**src/rtl/uart_dbus_pkg.sv**
```systemverilog
// Shared constants and FSM state type for the UART-to-dBus debug bridge.
package uart_dbus_pkg;

    localparam logic [7:0] OP_WRITE = 8'h57;
    localparam logic [7:0] OP_READ  = 8'h52;
    localparam logic [7:0] RSP_ACK  = 8'h06;
    localparam logic [7:0] RSP_NAK  = 8'h15;

    localparam logic [1:0] DBUS_SIZE_WORD = 2'b10;

    typedef enum logic [2:0] {
        S_IDLE,
        S_GET_ADDR,
        S_GET_DATA,
        S_CMD,
        S_RSP_WAIT,
        S_TX
    } state_e;

endpackage

```
**src/rtl/uart_tx_seq.sv**
```systemverilog
// Reply byte sequencer: holds up to four bytes and hands them to the UART
// transmitter LSB first, one single-cycle strobe per byte.
module uart_tx_seq (
    input  logic        clk,
    input  logic        rst,
    input  logic        load_i,
    input  logic [31:0] bytes_i,
    input  logic [2:0]  len_i,
    input  logic        tx_rdy_i,
    output logic        tx_vld_o,
    output logic [7:0]  tx_data_o,
    output logic        done_o
);

    logic [31:0] buf_q;
    logic [2:0]  left_q;
    logic        tx_vld_q;
    logic [7:0]  tx_data_q;
    logic        done_q;

    // Strobe the next byte when the transmitter is idle; skipping the cycle
    // right after a strobe tolerates tx_rdy falling one cycle late.
    always_ff @(posedge clk or posedge rst) begin
        if (rst) begin
            buf_q     <= '0;
            left_q    <= '0;
            tx_vld_q  <= 1'b0;
            tx_data_q <= '0;
            done_q    <= 1'b0;
        end else begin
            tx_vld_q <= 1'b0;
            done_q   <= 1'b0;
            if (load_i) begin
                buf_q  <= bytes_i;
                left_q <= len_i;
            end else if (left_q != 3'd0 && tx_rdy_i && !tx_vld_q) begin
                tx_vld_q  <= 1'b1;
                tx_data_q <= buf_q[7:0];
                buf_q     <= {8'h00, buf_q[31:8]};
                left_q    <= left_q - 3'd1;
                done_q    <= (left_q == 3'd1);
            end
        end
    end

    assign tx_vld_o  = tx_vld_q;
    assign tx_data_o = tx_data_q;
    assign done_o    = done_q;

endmodule

```
**src/rtl/uart_dbus_master.sv**
```systemverilog
// Host debug/firmware-load bridge: parses 'W'/'R' byte frames from the UART
// and issues single-word dBus transactions, replying through the UART TX.
module uart_dbus_master
    import uart_dbus_pkg::*;
#(
    parameter int unsigned CLK_FREQ           = 100000000,
    parameter int unsigned BYTE_TIMEOUT_MS    = 100,
    parameter int unsigned RSP_TIMEOUT_CYCLES = 256,
    parameter int unsigned WL                 = 32
) (
    input  logic          clk,
    input  logic          reset,
    input  logic          rx_valid,
    input  logic [7:0]    rx_data,
    input  logic          tx_rdy,
    output logic          tx_vld,
    output logic [7:0]    tx_data,
    output logic          dbus_cmd_valid,
    input  logic          dbus_cmd_ready,
    output logic          dbus_cmd_payload_wr,
    output logic [WL-1:0] dbus_cmd_payload_address,
    output logic [WL-1:0] dbus_cmd_payload_data,
    output logic [1:0]    dbus_cmd_payload_size,
    input  logic          dbus_rsp_ready,
    input  logic          dbus_rsp_error,
    input  logic [WL-1:0] dbus_rsp_data,
    output logic          busy
);

    localparam logic        BT_EN    = (BYTE_TIMEOUT_MS != 0);
    localparam logic [31:0] BT_LAST  = 32'(CLK_FREQ / 1000 * BYTE_TIMEOUT_MS) - 32'd1;
    localparam logic [31:0] RSP_LAST = 32'(RSP_TIMEOUT_CYCLES) - 32'd1;

    state_e        state_q;
    logic [1:0]    cnt_q;
    logic [31:0]   btimer_q;
    logic [31:0]   rtimer_q;
    logic          busy_q;
    logic          cmd_valid_q;
    logic          cmd_wr_q;
    logic [WL-1:0] addr_q;
    logic [WL-1:0] wdata_q;
    logic          load_q;
    logic [31:0]   reply_q;
    logic [2:0]    reply_len_q;
    logic          tx_done;
    logic          bt_expired;

    assign bt_expired = BT_EN && (btimer_q == BT_LAST);

    // Frame parser and dBus transaction FSM; every output it drives is a register.
    always_ff @(posedge clk or posedge reset) begin
        if (reset) begin
            state_q     <= S_IDLE;
            cnt_q       <= '0;
            btimer_q    <= '0;
            rtimer_q    <= '0;
            busy_q      <= 1'b0;
            cmd_valid_q <= 1'b0;
            cmd_wr_q    <= 1'b0;
            addr_q      <= '0;
            wdata_q     <= '0;
            load_q      <= 1'b0;
            reply_q     <= '0;
            reply_len_q <= '0;
        end else begin
            load_q <= 1'b0;
            case (state_q)
                S_IDLE: begin
                    if (rx_valid) begin
                        busy_q   <= 1'b1;
                        cnt_q    <= '0;
                        btimer_q <= '0;
                        if (rx_data == OP_WRITE || rx_data == OP_READ) begin
                            cmd_wr_q <= (rx_data == OP_WRITE);
                            state_q  <= S_GET_ADDR;
                        end else begin
                            reply_q     <= {24'h0, RSP_NAK};
                            reply_len_q <= 3'd1;
                            load_q      <= 1'b1;
                            state_q     <= S_TX;
                        end
                    end
                end
                S_GET_ADDR: begin
                    // Shifting in from the top leaves A3..A0 little-endian after four bytes.
                    if (rx_valid) begin
                        addr_q   <= {rx_data, addr_q[WL-1:8]};
                        btimer_q <= '0;
                        cnt_q    <= cnt_q + 2'd1;
                        if (cnt_q == 2'd3) begin
                            if (cmd_wr_q) begin
                                state_q <= S_GET_DATA;
                            end else begin
                                cmd_valid_q <= 1'b1;
                                state_q     <= S_CMD;
                            end
                        end
                    end else if (bt_expired) begin
                        busy_q  <= 1'b0;
                        state_q <= S_IDLE;
                    end else begin
                        btimer_q <= btimer_q + 32'd1;
                    end
                end
                S_GET_DATA: begin
                    if (rx_valid) begin
                        wdata_q  <= {rx_data, wdata_q[WL-1:8]};
                        btimer_q <= '0;
                        cnt_q    <= cnt_q + 2'd1;
                        if (cnt_q == 2'd3) begin
                            cmd_valid_q <= 1'b1;
                            state_q     <= S_CMD;
                        end
                    end else if (bt_expired) begin
                        busy_q  <= 1'b0;
                        state_q <= S_IDLE;
                    end else begin
                        btimer_q <= btimer_q + 32'd1;
                    end
                end
                S_CMD: begin
                    // A read response coincident with the transfer is taken here directly.
                    if (dbus_cmd_ready) begin
                        cmd_valid_q <= 1'b0;
                        rtimer_q    <= '0;
                        if (cmd_wr_q) begin
                            reply_q     <= {24'h0, RSP_ACK};
                            reply_len_q <= 3'd1;
                            load_q      <= 1'b1;
                            state_q     <= S_TX;
                        end else if (dbus_rsp_ready) begin
                            reply_q     <= dbus_rsp_error ? {24'h0, RSP_NAK} : dbus_rsp_data;
                            reply_len_q <= dbus_rsp_error ? 3'd1 : 3'd4;
                            load_q      <= 1'b1;
                            state_q     <= S_TX;
                        end else begin
                            state_q <= S_RSP_WAIT;
                        end
                    end
                end
                S_RSP_WAIT: begin
                    if (dbus_rsp_ready) begin
                        reply_q     <= dbus_rsp_error ? {24'h0, RSP_NAK} : dbus_rsp_data;
                        reply_len_q <= dbus_rsp_error ? 3'd1 : 3'd4;
                        load_q      <= 1'b1;
                        state_q     <= S_TX;
                    end else if (rtimer_q == RSP_LAST) begin
                        reply_q     <= {24'h0, RSP_NAK};
                        reply_len_q <= 3'd1;
                        load_q      <= 1'b1;
                        state_q     <= S_TX;
                    end else begin
                        rtimer_q <= rtimer_q + 32'd1;
                    end
                end
                S_TX: begin
                    if (tx_done) begin
                        busy_q  <= 1'b0;
                        state_q <= S_IDLE;
                    end
                end
                default: begin
                    busy_q      <= 1'b0;
                    cmd_valid_q <= 1'b0;
                    state_q     <= S_IDLE;
                end
            endcase
        end
    end

    uart_tx_seq u_tx_seq (
        .clk       (clk),
        .rst       (reset),
        .load_i    (load_q),
        .bytes_i   (reply_q),
        .len_i     (reply_len_q),
        .tx_rdy_i  (tx_rdy),
        .tx_vld_o  (tx_vld),
        .tx_data_o (tx_data),
        .done_o    (tx_done)
    );

    assign busy                     = busy_q;
    assign dbus_cmd_valid           = cmd_valid_q;
    assign dbus_cmd_payload_wr      = cmd_wr_q;
    assign dbus_cmd_payload_address = addr_q;
    assign dbus_cmd_payload_data    = wdata_q;
    assign dbus_cmd_payload_size    = DBUS_SIZE_WORD;

endmodule

```
**config.mk**
```make
export PLATFORM = sky130hd
export DESIGN_NAME = uart_dbus_master
export DESIGN_NICKNAME = d
export VERILOG_FILES = /design/src/rtl/uart_dbus_pkg.sv /design/src/rtl/uart_tx_seq.sv /design/src/rtl/uart_dbus_master.sv
export SDC_FILE = /design/constraint.sdc
export NUM_CORES = 1
export LEC_CHECK = 0
export ABC_CLOCK_PERIOD_IN_PS = 16100
export BUFFER_PORTS_ARGS = -buffer_cell sky130_fd_sc_hd__buf_4
export CORE_UTILIZATION = 50
export DETAILED_ROUTE_END_ITERATION = 10
export PLACE_DENSITY = 0.68
export SETUP_SLACK_MARGIN = 0.15
export SYNTH_ARGS = -nofsm -noshare
export SYNTH_HDL_FRONTEND = slang
export SYNTH_HIERARCHICAL = 1
export SYNTH_SLANG_ARGS = --single-unit
```
**constraint.sdc**
```tcl
create_clock -name clk -period 16.1 [get_ports clk]
set_clock_uncertainty 0.1 [all_clocks]
set_input_delay 1.61 -clock clk [delete_from_list [all_inputs] [get_ports clk]]
set_output_delay 1.61 -clock clk [all_outputs]
set_load 0.01 [all_outputs]
```
==> flow_metrics.tcl, run 1 <==
set metrics [dict create \
    status "complete, no violations" \
    dpl_cell_area_um2 11400 \
    cts_buffers 25 \
    avgRoutedWirePerCell_um 16.7 \
    ys.flop_type "dfrtp_1" \
    synth-async-reset-ratio 1.00 \
    synth-seq-cells 216 \
    syn_inst 951 \
    drt_iter0_markers 539 \
    rr_startpoint "state_q[2]" \
    post-route-period-util 0.213 \
    core_area_um2 20300 \
    tns_ns 0 \
    vdd_ir_drop_max_mv 0.105 \
    num_vias 7523 \
    holdCritStartpoint "reply_q[25]" \
    postLayoutCoreUtil 0.601 \
    clock-sinks 216 \
    rsz0062_at_grt "no" \
    clk_pin_slew_ns 0.06 \
    grt_pass1_wl_um 37900 \
    p_comb_frac 0.328 \
    start_util 0.512 \
    setup_viol 0 \
    drc 0 \
    yosys_warnings 6 \
    ant_nets 0 \
    ctsHoldBuffers 0 \
    cp-start-kind "input pin" \
    ff2ff_setup_slack_ns 13.05 \
    drv_cap 0 \
    cp_max_fo 13 \
    pwr-share-seq 0.403 \
    fp-row-count 52 \
    ys_types 67 \
    wirelength_um 22400 \
    place_congestion 0.797 \
    clk_latency_ns 0.53 \
    synth_common_cells "216 x dfrtp_1, 74 x mux2_2, 68 x nand2_1" \
    power.leakage_nw 5.43 \
    synthToLayoutAreaGrowth_pct 17.4 \
    yosysMostFrequentCell "dfrtp_1" \
    worstSetupPathType "input pin to register" \
    rr_endpoint "rtimer_q[26]" \
    p_switching_mw 0.673 \
    synth_seq_area_share 0.520 \
    slowest_delay_ns 0.64 \
    grt_pass1_vias 7322 \
    startpoint "dbus_rsp_ready" \
    cts_setup_buffers 0 \
    synth_top_area_share 0.520 \
    n_antenna_cell 0 \
    nets 1109 \
    crit_arrival_ns 3.73 \
    synth_edf_count 0 \
    ctsResizeCount 0 \
    clock.fmax_mhz 292 \
    final_area_um2 12200 \
    intPower_mw 1.35 \
    routed_via_density 5.60 \
    worst_pin_slew_ns 1.08 \
    cts_tree "yes" \
    drive_gt1_frac 0.250 \
    endpoint_kind "register" \
    dr.pass1.iters 5 \
    antenna_found_initial 0 \
    r2r_cells 5 \
    synth_area_leaders "dfrtp_1 52%, mux2_2 8.0%, mux2i_1 3.3%" \
    hold_class "register to register" \
    critPathSlowestCell "o2111ai_1" \
    dpl.hpwl_um 14300 \
    grt-ovfl-total 0 \
    p_per_area_nw_per_um2 166 \
    syn_avg_cell_area_um2 10.9 \
    p_clk_frac 0.269 \
    maxSlewHeadroom 0.279 \
    ctsRootBufferMaster "clkbuf_16" \
    maxSlewViolCount 0 \
    path_cells "buf_4 -> nor4b_4 -> o2111ai_1 -> nor4b_1 -> xnor2_1 -> nor2_1" \
    syn-cell-area_um2 10400 \
    io_buffer_count 122 \
    dieArea_um2 21400 \
    min_delay_path_depth 2 \
    worstHoldEndpoint "u_tx_seq/buf_q[25]" \
    grt_max_degree 97 \
    chipWidth_um 146 \
    required_ns 16.40 \
    grtUsageTotal 0.215 \
    yosys.area.top_type "dfrtp_1" \
    pin_count 125 \
    die_height_um 146 \
    swShare 0.332 \
    htree_levels 1 \
    cts_buffer_depth 3 \
    hold_viol 0 \
    min_period_ns 3.43 \
]
power groups by stage:
stage / Sequential [mW] / Clock, mW / Combinational [mW]
after global placement: 0.819 / 0 / 0.659
after floorplan: 0.822 / 0 / 0.443
after CTS: 0.816 / 0.562 / 0.673
after detailed placement: 0.823 / 0 / 0.670
final: 0.816 / 0.545 / 0.665
after global routing: 0.840 / 0.584 / 0.725
cells in the final DEF (no fill, tap or decap), types with 4 or more instances in the layout:
cell type / Yosys / layout
or3_1: 15 / 15
nor2_1: 54 / 53
clkinv_2: 0 / 4
nor3_1: 22 / 22
and2_1: 5 / 5
mux2_2: 74 / 74
buf_4: 2 / 133
and3_1: 6 / 6
o31ai_1: 13 / 13
ha_1: 6 / 6
o21ai_0: 37 / 37
nand3_1: 33 / 33
mux2i_1: 34 / 34
or4_1: 13 / 13
xnor2_1: 19 / 19
nand2b_1: 14 / 14
a21oi_1: 31 / 29
and4_1: 4 / 4
nor4_1: 23 / 23
nor2b_1: 29 / 28
xor2_1: 12 / 12
mux2_4: 4 / 4
nand4_1: 23 / 23
a221o_1: 28 / 28
clkbuf_1: 23 / 9
dfrtp_1: 216 / 215
clkbuf_16: 0 / 25
nor3b_1: 16 / 16
inv_1: 45 / 43
clkbuf_8: 0 / 4
nand2_1: 68 / 68
state kept, by name, summed over array words and instances, names as in the netlist, 2 cells and up:
name	flops
dbus_cmd_payload_address	32
reply_len_q	2
btimer_q	32
u_tx_seq/tx_data_o	8
cnt_q	2
rtimer_q	32
state_q	3
u_tx_seq/left_q	3
reply_q	32
dbus_cmd_payload_data	32
u_tx_seq/buf_q	32
worst max-delay path by stage:
stage / to / slack (ns) / cells after the start
after global placement: rtimer_q[26] / 12.17 / 6
final: rtimer_q[26] / 12.67 / 6
after floorplan: btimer_q[0] / 9.76 / 1
after detailed placement: reply_q[4] / 12.16 / 7
after global routing: rtimer_q[30] / 12.50 / 6
after CTS: rtimer_q[26] / 12.72 / 6
area by class of cell:
class,instances,area (um^2)
clock buffers,38,714
fillers,1788,8100
inverters,45,174
flip-flops and latches,216,5410
well taps,270,338
repair buffers,133,998
clock inverters,7,78.8
multi-input cells,635,4490
worst max-delay path, delay by kind of cell:
kind / cells / cell delay [ns]
and+or+nand+nor: 3 / 1.16
AOI/OAI and AO/OA: 1 / 0.64
xor gates and xnor gates: 1 / 0.16
buffers and inverters: 1 / 0.13
metrics by stage:
stage / total power [mW] / setup WS, ns / std cells / hold WS, ns
after floorplan: 1.27 / 9.76 / 952 / 0.350
after global placement: 1.48 / 12.17 / 1299 / 0.372
after detailed placement: 1.49 / 12.16 / 1299 / 0.365
after CTS: 2.05 / 12.72 / 1344 / 0.379
after global routing: 2.15 / 12.50 / 1344 / 0.413
final: 2.03 / 12.67 / 1344 / 0.376
per-layer routing:
layer / track usage / vias up / wire length (um)
met5: 0 / - / 0
met4: 0.0568 / 0 / 510
met3: 0.0344 / 37 / 954
met2: 0.340 / 145 / 10600
met1: 0.310 / 3715 / 10400
li1: - / 3626 / -
kinds of logic (layout without fill, tap and decap cells):
| group | Yosys count | in the layout | share of synthesized area |
|---|---|---|---|
| and+or+nand+nor | 350 | 350 | 0.189 |
| xor gates and xnor gates | 31 | 31 | 0.0261 |
| DFF | 216 | 216 | 0.520 |
| AOI/OAI and AO/OA | 132 | 132 | 0.0875 |
| other | 2 | 3 | 0.000723 |
| muxes | 113 | 113 | 0.120 |
| buffers and inverters | 101 | 223 | 0.0493 |
| adders and majority gates | 6 | 6 | 0.00723 |
Power figures use the tool's default switching activity.
==> run 2: changes to the inputs <==
--- a/config.mk
+++ b/config.mk
@@ -5,7 +5,7 @@
 export SDC_FILE = /design/constraint.sdc
 export NUM_CORES = 1
 export LEC_CHECK = 0
-export ABC_CLOCK_PERIOD_IN_PS = 16100
+export ABC_CLOCK_PERIOD_IN_PS = 3500
 export BUFFER_PORTS_ARGS = -buffer_cell sky130_fd_sc_hd__buf_4
 export CORE_UTILIZATION = 50
 export DETAILED_ROUTE_END_ITERATION = 10
==> constraint.sdc (replaced) <==
create_clock -name clk -period 3.5 [get_ports clk]
set_clock_uncertainty 0.1 [all_clocks]
set_input_delay 0.35 -clock clk [delete_from_list [all_inputs] [get_ports clk]]
set_output_delay 0.35 -clock clk [all_outputs]
set_load 0.01 [all_outputs]
==> flow_metrics.tcl, run 2 (same netlist as run 1, synthesis figures left out) <==
set metrics [dict create \
    use_met3 0.0369 \
    setup_viol 0 \
    p_total_mw 9.42 \
    required_ns 3.85 \
    die_height_um 146 \
    cts_tree "yes" \
    nets 1162 \
    maxSlewHeadroom 0.300 \
    grt-ovfl-total 0 \
    ctsRootBufferMaster "clkbuf_16" \
    hold_viol 0 \
    synthToLayoutAreaGrowth_pct 21.8 \
    htree_levels 1 \
    crit_arrival_ns 3.41 \
    grtUsageTotal 0.223 \
    clock-sinks 216 \
    routed_via_density 5.63 \
    cts_buffers 25 \
    wirelength_um 23800 \
    maxSlewViolCount 0 \
    power.leakage_nw 5.65 \
    clock.fmax_mhz 326 \
    worstSetupPathType "register to register" \
    status "complete, no violations" \
    core_area_um2 20300 \
    antenna_found_initial 0 \
    chipWidth_um 146 \
    cts_buffer_depth 3 \
    dr.pass1.iters 5 \
    endpoint_kind "register" \
    clk_latency_ns 0.53 \
    drive_gt1_frac 0.251 \
    final_common_cell "dfrtp_1" \
    drc 0 \
    place_congestion 0.809 \
    busiest_layer "met2" \
    min_delay_path_depth 3 \
    path_cells "nor4_1 -> nand4_1 -> or3_1 -> a21oi_4 -> buf_4 -> mux2i_1" \
    slowest_delay_ns 0.64 \
    dpl.hpwl_um 15300 \
    avgRoutedWirePerCell_um 17.1 \
    n_antenna_cell 0 \
    layout_common_cells "215 x dfrtp_1, 148 x buf_4, 74 x mux2_2" \
    clk_pin_slew_ns 0.06 \
    fp-row-count 52 \
    io_buffer_count 122 \
    start_util 0.512 \
    worst_pin_slew_ns 1.05 \
    drt_iter0_markers 404 \
    pin_count 125 \
    met1_usage 0.311 \
    grtUsageMet2 0.361 \
    drv_cap 0 \
    r2r_cells 6 \
    ant_nets 0 \
    ctsResizeCount 0 \
    p_per_area_nw_per_um2 745 \
    post-route-period-util 0.876 \
    dieArea_um2 21400 \
    critPathSlowestCell "a21oi_4" \
    tns_ns 0 \
    rsz0062_at_grt "no" \
    grt_pass1_wl_um 39400 \
    grt_max_degree 59 \
    cp_max_fo 13 \
    hold_class "input pin to register" \
    grt_pass1_vias 7617 \
    vdd_ir_drop_max_mv 0.704 \
    cp-start-kind "register" \
    min_period_ns 3.07 \
    num_vias 7848 \
]
## run 2: changes by cell type in the layout (fill, tap and decap cells not counted), sizes merged
cell         change
dlygate4sd3     +37
a21oi            +1
inv              -1
buf             +15
clkinvlp         +1
clkbuf           -3
## run 2: metrics by stage
stage                     setup slack [ns]   util  hold WS [ns]  instance area (um^2)  cells
after floorplan                      0.867      -         0.350                 10400    952
after global placement               0.283  0.567         0.253                 11500   1314
after detailed placement             0.258  0.567         0.257                 11500   1314
after CTS                            0.203  0.623        0.0342                 12600   1393
after global routing                 0.308  0.623        0.0436                 12700   1394
final                                0.433  0.623        0.0508                 12700   1394
## run 2: repair_timing
action,CTS,global route
endpoints found under the setup margin,0,13
setup buffers,0,0
hold buffers,37,0
hold endpoints to repair,57,0
## run 2: critical path: cells and delay by family (launching register included)
family	cells	cell delay (ns)
AND/OR/NAND/NOR	3	1.19
multiplexers	1	0.23
AO/OA/AOI/OAI	1	0.64
buffers and inverters	1	0.37
flip-flops	1	0.46
## run 2: area by class of cell
type	instances	area, um^2
inverter	45	173
sequential	216	5410
fill	1672	7640
clock buffer	35	683
clock inverter	7	78.8
multi-input combinational	636	4500
tap	270	338
timing repair buffer	185	1480
## run 2: path summary, 6_finish.rpt
kind | from | to | slack (ns)
max | rtimer_q[26] | reply_q[21] | 0.43
min | dbus_rsp_data[2] | reply_q[2] | 0.05
max reg2reg | rtimer_q[26] | reply_q[21] | 0.43
min reg2reg | reply_q[25] | u_tx_seq/buf_q[25] | 0.39
max in group asynchronous | reset | rtimer_q[3] | 1.99
min in group asynchronous | reset | rtimer_q[22] | 0.27
## run 2: per-layer routing
metal | share of wire | vias to the layer above
met1 | 0.45 | 3912
met2 | 0.49 | 156
met4 | 0.022 | 0
li1 | - | 3739
met5 | 0 | -
met3 | 0.038 | 41
## run 2: report_power, final
part           switching, mW  leakage (nW)  internal [mW]  total (mW)
logic                   1.59          2.41           1.58        3.17
clock network           1.02         0.376           1.44        2.46
registers              0.574          2.86           3.23        3.80
